==> src/rtl/irst_ctrl_pkg.sv <==
// Shared widths, command-word field positions and FSM encoding for the in-run self test controller.
package irst_ctrl_pkg;

    localparam int unsigned DATA_W = 16;
    localparam int unsigned ADDR_W = 3;
    localparam int unsigned PASS_W = 4;
    localparam int unsigned SEED_W = 4;

    localparam int unsigned IRST_START_BIT = 15;
    localparam int unsigned IRST_PASS_HI   = 11;
    localparam int unsigned IRST_PASS_LO   = 8;
    localparam int unsigned IRST_SEED_HI   = 3;
    localparam int unsigned IRST_SEED_LO   = 0;

    localparam logic [ADDR_W-1:0] REG_FIRST = ADDR_W'(1);
    localparam logic [ADDR_W-1:0] REG_LAST  = ADDR_W'(7);

    typedef enum logic [2:0] {
        ST_IDLE  = 3'd0,
        ST_DRAIN = 3'd1,
        ST_WRITE = 3'd2,
        ST_READ  = 3'd3,
        ST_DONE  = 3'd4
    } irst_state_e;

endpackage

==> src/rtl/irst_ctrl_if.sv <==
// Register-file side bus of the self test controller: command word, write port and read port 1.
interface irst_ctrl_if;
    import irst_ctrl_pkg::*;

    logic [DATA_W-1:0] irst_reg_data;
    logic              irst_wr_en;
    logic [ADDR_W-1:0] irst_wr_dest;
    logic [DATA_W-1:0] irst_wr_data;
    logic [ADDR_W-1:0] irst_rd_addr;
    logic [DATA_W-1:0] irst_rd_data;

    modport master (
        input  irst_reg_data,
        input  irst_rd_data,
        output irst_wr_en,
        output irst_wr_dest,
        output irst_wr_data,
        output irst_rd_addr
    );

    modport slave (
        output irst_reg_data,
        output irst_rd_data,
        input  irst_wr_en,
        input  irst_wr_dest,
        input  irst_wr_data,
        input  irst_rd_addr
    );

endinterface

==> src/rtl/irst_ctrl_pattern_gen.sv <==
// Test pattern for one register in one pass: the seed nibble replicated, rotated left by the pass index,
// with the register index folded into the low bits so every register holds a distinct value.
module irst_ctrl_pattern_gen
    import irst_ctrl_pkg::*;
(
    input  logic [SEED_W-1:0] seed,
    input  logic [PASS_W-1:0] pass_idx,
    input  logic [ADDR_W-1:0] reg_idx,
    output logic [DATA_W-1:0] pat_c
);

    logic [DATA_W-1:0]   base;
    logic [2*DATA_W-1:0] dbl;

    always_comb begin
        base  = {4{seed}};
        dbl   = {base, base} << pass_idx;
        pat_c = dbl[2*DATA_W-1:DATA_W] ^ DATA_W'(reg_idx);
    end

endmodule

==> src/rtl/irst_ctrl.sv <==
// In-run self test controller: stalls the pipeline, writes per-pass patterns to R1..R7,
// reads them back and reports a sticky pass/fail result.
module irst_ctrl
    import irst_ctrl_pkg::*;
#(
    parameter int unsigned DRAIN_CYCLES = 4
) (
    input  logic              clk,
    input  logic              rst,
    irst_ctrl_if.master       bus,
    output logic              irst_done,
    output logic              irst_busy,
    output logic              pipe_stall,
    output logic              irst_pass,
    output logic              irst_fail,
    output logic [ADDR_W-1:0] irst_fail_reg
);

    localparam int unsigned       DRAIN_W    = (DRAIN_CYCLES > 1) ? $clog2(DRAIN_CYCLES) : 1;
    localparam logic [DRAIN_W-1:0] DRAIN_LAST = DRAIN_W'(DRAIN_CYCLES - 1);

    irst_state_e        state_q, state_d;
    logic [ADDR_W-1:0]  r_q, r_d;
    logic [PASS_W-1:0]  p_q, p_d;
    logic [PASS_W-1:0]  plast_q, plast_d;
    logic [SEED_W-1:0]  seed_q, seed_d;
    logic [DRAIN_W-1:0] cnt_q, cnt_d;
    logic [DATA_W-1:0]  pat_q, pat_nxt_c;
    logic               busy_d, done_d, pass_d, fail_d;
    logic [ADDR_W-1:0]  fail_reg_d;
    logic               wr_en_q, wr_en_d;
    logic [ADDR_W-1:0]  wr_dest_q, wr_dest_d;
    logic [DATA_W-1:0]  wr_data_q, wr_data_d;
    logic [ADDR_W-1:0]  rd_addr_q, rd_addr_d;
    logic [PASS_W-1:0]  pass_cnt;
    logic               unused_cmd_bits;

    assign pass_cnt        = bus.irst_reg_data[IRST_PASS_HI:IRST_PASS_LO];
    assign unused_cmd_bits = ^{bus.irst_reg_data[14:12], bus.irst_reg_data[7:4]};

    // Driven with next-cycle indices so the write data can be registered; pat_q then
    // holds the pattern of the register currently being read back.
    irst_ctrl_pattern_gen u_pattern_gen (
        .seed     (seed_d),
        .pass_idx (p_d),
        .reg_idx  (r_d),
        .pat_c    (pat_nxt_c)
    );

    always_comb begin
        state_d    = state_q;
        r_d        = r_q;
        p_d        = p_q;
        plast_d    = plast_q;
        seed_d     = seed_q;
        cnt_d      = cnt_q;
        pass_d     = irst_pass;
        fail_d     = irst_fail;
        fail_reg_d = irst_fail_reg;
        busy_d     = 1'b0;
        done_d     = 1'b0;
        wr_en_d    = 1'b0;
        wr_dest_d  = '0;
        rd_addr_d  = '0;

        case (state_q)
            ST_IDLE: begin
                if (bus.irst_reg_data[IRST_START_BIT]) begin
                    seed_d     = bus.irst_reg_data[IRST_SEED_HI:IRST_SEED_LO];
                    plast_d    = (pass_cnt == '0) ? '0 : pass_cnt - PASS_W'(1);
                    pass_d     = 1'b0;
                    fail_d     = 1'b0;
                    fail_reg_d = '0;
                    cnt_d      = '0;
                    busy_d     = 1'b1;
                    state_d    = ST_DRAIN;
                end
            end
            ST_DRAIN: begin
                busy_d = 1'b1;
                if (cnt_q == DRAIN_LAST) begin
                    r_d       = REG_FIRST;
                    p_d       = '0;
                    wr_en_d   = 1'b1;
                    wr_dest_d = REG_FIRST;
                    state_d   = ST_WRITE;
                end else begin
                    cnt_d = cnt_q + DRAIN_W'(1);
                end
            end
            ST_WRITE: begin
                busy_d = 1'b1;
                if (r_q == REG_LAST) begin
                    r_d       = REG_FIRST;
                    rd_addr_d = REG_FIRST;
                    state_d   = ST_READ;
                end else begin
                    r_d       = r_q + ADDR_W'(1);
                    wr_en_d   = 1'b1;
                    wr_dest_d = r_q + ADDR_W'(1);
                end
            end
            ST_READ: begin
                busy_d = 1'b1;
                if (bus.irst_rd_data != pat_q) begin
                    fail_d     = 1'b1;
                    fail_reg_d = r_q;
                    done_d     = 1'b1;
                    state_d    = ST_DONE;
                end else if (r_q != REG_LAST) begin
                    r_d       = r_q + ADDR_W'(1);
                    rd_addr_d = r_q + ADDR_W'(1);
                end else if (p_q == plast_q) begin
                    pass_d  = 1'b1;
                    done_d  = 1'b1;
                    state_d = ST_DONE;
                end else begin
                    p_d       = p_q + PASS_W'(1);
                    r_d       = REG_FIRST;
                    wr_en_d   = 1'b1;
                    wr_dest_d = REG_FIRST;
                    state_d   = ST_WRITE;
                end
            end
            ST_DONE: begin
                state_d = ST_IDLE;
            end
            default: begin
                state_d = ST_IDLE;
            end
        endcase

        wr_data_d = wr_en_d ? pat_nxt_c : '0;
    end

    always_ff @(posedge clk) begin
        if (rst) begin
            state_q       <= ST_IDLE;
            r_q           <= '0;
            p_q           <= '0;
            plast_q       <= '0;
            seed_q        <= '0;
            cnt_q         <= '0;
            pat_q         <= '0;
            irst_busy     <= 1'b0;
            pipe_stall    <= 1'b0;
            irst_done     <= 1'b0;
            irst_pass     <= 1'b0;
            irst_fail     <= 1'b0;
            irst_fail_reg <= '0;
            wr_en_q       <= 1'b0;
            wr_dest_q     <= '0;
            wr_data_q     <= '0;
            rd_addr_q     <= '0;
        end else begin
            state_q       <= state_d;
            r_q           <= r_d;
            p_q           <= p_d;
            plast_q       <= plast_d;
            seed_q        <= seed_d;
            cnt_q         <= cnt_d;
            pat_q         <= pat_nxt_c;
            irst_busy     <= busy_d;
            pipe_stall    <= busy_d;
            irst_done     <= done_d;
            irst_pass     <= pass_d;
            irst_fail     <= fail_d;
            irst_fail_reg <= fail_reg_d;
            wr_en_q       <= wr_en_d;
            wr_dest_q     <= wr_dest_d;
            wr_data_q     <= wr_data_d;
            rd_addr_q     <= rd_addr_d;
        end
    end

    assign bus.irst_wr_en   = wr_en_q;
    assign bus.irst_wr_dest = wr_dest_q;
    assign bus.irst_wr_data = wr_data_q;
    assign bus.irst_rd_addr = rd_addr_q;

endmodule
==> src/flat_wrapper.sv <==
// flat-port wrapper written by rule: the top's interface ports become plain ports
module irst_ctrl_flat import irst_ctrl_pkg::*;
#(
    parameter int unsigned DRAIN_CYCLES = 4
)
  (clk, rst, irst_done, irst_busy, pipe_stall, irst_pass, irst_fail, irst_fail_reg, bus_irst_reg_data, bus_irst_rd_data, bus_irst_wr_en, bus_irst_wr_dest, bus_irst_wr_data, bus_irst_rd_addr);
  irst_ctrl_if bus_i ();
  input  logic clk;
  input  logic rst;
  output logic irst_done;
  output logic irst_busy;
  output logic pipe_stall;
  output logic irst_pass;
  output logic irst_fail;
  output logic [ADDR_W-1:0] irst_fail_reg;
  input wire logic [$bits(bus_i.irst_reg_data)-1:0] bus_irst_reg_data;
  input wire logic [$bits(bus_i.irst_rd_data)-1:0] bus_irst_rd_data;
  output wire logic [$bits(bus_i.irst_wr_en)-1:0] bus_irst_wr_en;
  output wire logic [$bits(bus_i.irst_wr_dest)-1:0] bus_irst_wr_dest;
  output wire logic [$bits(bus_i.irst_wr_data)-1:0] bus_irst_wr_data;
  output wire logic [$bits(bus_i.irst_rd_addr)-1:0] bus_irst_rd_addr;
  assign bus_i.irst_reg_data = bus_irst_reg_data;
  assign bus_i.irst_rd_data = bus_irst_rd_data;
  assign bus_irst_wr_en = bus_i.irst_wr_en;
  assign bus_irst_wr_dest = bus_i.irst_wr_dest;
  assign bus_irst_wr_data = bus_i.irst_wr_data;
  assign bus_irst_rd_addr = bus_i.irst_rd_addr;
  irst_ctrl #(.DRAIN_CYCLES(DRAIN_CYCLES)) u_core (.clk(clk), .rst(rst), .bus(bus_i), .irst_done(irst_done), .irst_busy(irst_busy), .pipe_stall(pipe_stall), .irst_pass(irst_pass), .irst_fail(irst_fail), .irst_fail_reg(irst_fail_reg));
endmodule
==> config.mk <==
export PLATFORM = sky130hd
export DESIGN_NAME = irst_ctrl_flat
export DESIGN_NICKNAME = d
export VERILOG_FILES = /design/src/rtl/irst_ctrl_pkg.sv /design/src/rtl/irst_ctrl_if.sv /design/src/rtl/irst_ctrl_pattern_gen.sv /design/src/rtl/irst_ctrl.sv /design/src/flat_wrapper.sv
export SDC_FILE = /design/constraint.sdc
export NUM_CORES = 1
export LEC_CHECK = 0
export CELL_PAD_IN_SITES_DETAIL_PLACEMENT = 1
export CELL_PAD_IN_SITES_GLOBAL_PLACEMENT = 2
export CORE_UTILIZATION = 30
export DETAILED_ROUTE_END_ITERATION = 10
export GPL_ROUTABILITY_DRIVEN = 0
export PLACE_DENSITY = 0.9
export RECOVER_POWER = 50
export SLEW_MARGIN = 20
export SYNTH_ARGS = -nofsm -noshare
export SYNTH_HDL_FRONTEND = slang
export SYNTH_SLANG_ARGS = --single-unit
==> constraint.sdc <==
create_clock -name clk -period 4.1 [get_ports clk]
set_input_delay 1.025 -clock clk [delete_from_list [all_inputs] [get_ports clk]]
set_output_delay 1.025 -clock clk [all_outputs]
set_load 0.005 [all_outputs]
==> flow_metrics.env <==
export IMPL_status="finished with violations"
export IMPL_violations="max-capacitance violations, max-slew violations"
export IMPL_critical_path_class="in2reg"
export IMPL_avgSynthCellArea_um2=8.28
export IMPL_r2r_cells=10
export IMPL_die_area_um2=8360
export IMPL_setup_viol=0
export IMPL_synth_distinct_cells=54
export IMPL_synthTopCellsByArea="dfxtp_1 (40%), a21oi_1 (6.0%), nor2_1 (5.9%)"
export IMPL_switching_share=0.281
export IMPL_layout_commonest_cell="dfxtp_1"
export IMPL_drv_cap=1
export IMPL_grt_max_degree=37
export IMPL_clock_latency_ns=0.30
export IMPL_grt_pass1_vias=2183
export IMPL_grt_usage=0.160
export IMPL_diodes=0
export IMPL_cts_sinks=48
export IMPL_setup_tns_ns=0
export IMPL_critPathMaxFanout=8
export IMPL_layout_common_cells="dfxtp_1 (48), nor2_1 (38), a21oi_1 (29), dlygate4sd3_1 (29), clkdlybuf4s50_1 (28)"
export IMPL_fin_crit_sh=0.860
export IMPL_tritoncts="yes"
export IMPL_synth_top_area_frac=0.400
export IMPL_dp_hpwl_um=4810
export IMPL_numCtsBuffers=5
export IMPL_drt_initial_drc_count=92
export IMPL_clk_pin_slew_ns=0.09
export IMPL_yosysWarnings=0
export IMPL_r2r_start="u_core.r_q[0]"
export IMPL_critical_path_endpoint_type="flop"
export IMPL_comb_power_share=0.196
export IMPL_grt_pass1_wl_um=10700
export IMPL_layout_min_cycle_time_ns=3.53
export IMPL_hold_class="reg2reg"
export IMPL_syn_area_um2=2400
export IMPL_drtPass1Iterations=4
export IMPL_crit_required_ns=4.22
export IMPL_nets=375
export IMPL_maxUsedRoutingLayer="met4"
export IMPL_fp_dieW_um=91.4
export IMPL_pwr_share_clk=0.326
export IMPL_core_area_um2=7730
export IMPL_final_hold_violation_count=0
export IMPL_multi_input_area_um2=1300
export IMPL_syn_inst=290
export IMPL_critical_path_slowest_cell="or4_4"
export IMPL_slew_viol_final=37
export IMPL_ys_ff_latch=48
export IMPL_vias_per_cell=5.07
export IMPL_start_util=0.311
export IMPL_area_growth_pct=30.5
export IMPL_ioPinCount=65
export IMPL_place_ws_ns=0.322
export IMPL_htreeDepth=2
export IMPL_via_count=2232
export IMPL_cp_arrival_ns=3.64
export IMPL_crit_chain="clkdlybuf4s50_1 -> or4_4 -> a22oi_4 -> nand4_4 -> or3_1 -> a21oi_1 -> o31ai_1 -> a21oi_1 -> nor3_1"
export IMPL_fp_dieH_um=91.4
export IMPL_wl_met2_um=3020
export IMPL_cts_root_buf="clkbuf_8"
export IMPL_routed_wl_met3_um=172
export IMPL_synth_edf_count=0
export IMPL_irDropWorstVdd_v=0.000151
export IMPL_internal_power_mw=0.790
export IMPL_crit_start="bus_irst_rd_data[5]"
export IMPL_syn_nets=328
export IMPL_grt_overflow=0
export IMPL_rsz0062_at_grt="false"
export IMPL_grt_antenna_before_repair=0
export IMPL_seq_area_frac_synth=0.400
export IMPL_wl_per_cell_um=14.4
export IMPL_synth_main_ff_cell="dfxtp_1"
export IMPL_io_buffer_count=57
export IMPL_holdPathStages=2
export IMPL_path_common_cell="a21oi_1"
export IMPL_post_cts_setup_buffer_count=0
export IMPL_synth_top_cell_by_area="dfxtp_1"
export IMPL_drc=0
export IMPL_seqPwrFrac=0.478
export IMPL_nFillCells=921
export IMPL_cp_slowest_stage_delay_ns=0.55
export IMPL_fin_skew_ns=0.0120
export IMPL_worst_slew_pin_slew_ns=1.61
export IMPL_wirelength_um=6330
export IMPL_clockBufferDepth=2
export IMPL_drive_gt1_frac=0.0621
export IMPL_p_per_area_nw_per_um2=351
export IMPL_p_leak_nw=1.21
export IMPL_fmax_ghz=0.284
export IMPL_fp_row_count=32
export IMPL_reg2reg_slack_ns=1.12
export IMPL_met1Wirelength_um=3100
export IMPL_endpoint="u_core.pat_q[0]"
export IMPL_power_net_switching_mw=0.309
export IMPL_ctsHoldBuffers=0
export IMPL_regArea_um2=961
export IMPL_max_slew_margin=-0.0754
export IMPL_startpoint_type="input pin"
export IMPL_timing_rr_end="u_core.pat_q[0]"
export IMPL_async_flop_share=0
export IMPL_finalWorstSetupSlack_ns=0.573
export IMPL_antenna_left=0
export IMPL_p_total_mw=1.10
export IMPL_post_cts_resized=0
==> per-layer routing <==
layer,track usage,up-vias
li1,-,1140
met1,0.218,1047
met2,0.259,43
met3,0.0251,2
met4,0.0437,0
met5,0,-
==> worst max-delay path, delay by kind of cell <==
kind,cells,cell delay [ns]
AO/OA/AOI/OAI,4,0.88
AND/OR/NAND/NOR,4,1.33
buffers and inverters,1,0.42
==> power by group through the flow <==
stage	Sequential [mW]	Combinational, mW	Clock [mW]
after floorplan	0.520	0.149	0
after global placement	0.535	0.213	0
after detailed placement	0.537	0.219	0
after CTS	0.526	0.221	0.375
after global routing	0.530	0.241	0.395
final	0.525	0.215	0.359
==> area by class of cell <==
cell class | count | area share
Tap cell | 102 | 0.0408
Sequential cell | 48 | 0.307
Inverter | 5 | 0.00599
Timing Repair Buffer | 62 | 0.193
Multi-Input combinational cell | 215 | 0.415
Clock inverter | 2 | 0.0124
Clock buffer | 6 | 0.0264
==> cells by family (layout without fill, tap and decap cells) <==
family | count (synthesis) | in the layout | synth area share
compound gates | 84 | 84 | 0.233
xor+xnor | 9 | 9 | 0.0328
fa+ha+maj | 4 | 4 | 0.0209
buf+inv | 27 | 75 | 0.0584
flops | 48 | 48 | 0.400
mux | 1 | 1 | 0.00417
simple gates | 117 | 117 | 0.251
==> synth_stat cells (2+ instances only) <==
library cell   n
a211oi_1       6
a21boi_0       2
a21oi_1       29
a22oi_1        7
a311oi_1       2
and2_1         5
and3_1         4
buf_4         10
clkbuf_1      10
dfxtp_1       48
ha_1           4
inv_1          5
nand2_1       25
nand2b_1       2
nand3_1        6
nand4_1        2
nor2_1        38
nor2b_1        2
nor3_1        13
nor4_1         3
o211ai_1       3
o21a_1         4
o21ai_0       12
o21ai_1        2
o22ai_1        2
o31ai_1        3
or3_1          7
xnor2_1        4
xor2_1         5
==> stage by stage <==
stage          instances  hold slack [ns]  utilization  instance area [um^2]
3_3_place_gp         432            0.459        0.390                  3010
5_1_grt              440            0.495        0.405                  3130
4_1_cts              440            0.479        0.406                  3140
3_5_place_dp         432            0.466        0.390                  3010
2_1_floorplan        290            0.444            -                  2400
6_report             440            0.480        0.405                  3130
==> worst min-delay path by stage <==
| stage | startpoint | endpoint |
|---|---|---|
| after floorplan | u_core.plast_q[3] | u_core.plast_q[3] |
| after global placement | u_core.plast_q[3] | u_core.plast_q[3] |
| after detailed placement | u_core.plast_q[3] | u_core.plast_q[3] |
| after CTS | u_core.plast_q[3] | u_core.plast_q[3] |
| after global routing | u_core.plast_q[3] | u_core.plast_q[3] |
| final | u_core.plast_q[3] | u_core.plast_q[3] |
No activity file was read; power rests on OpenSTA's default activity.
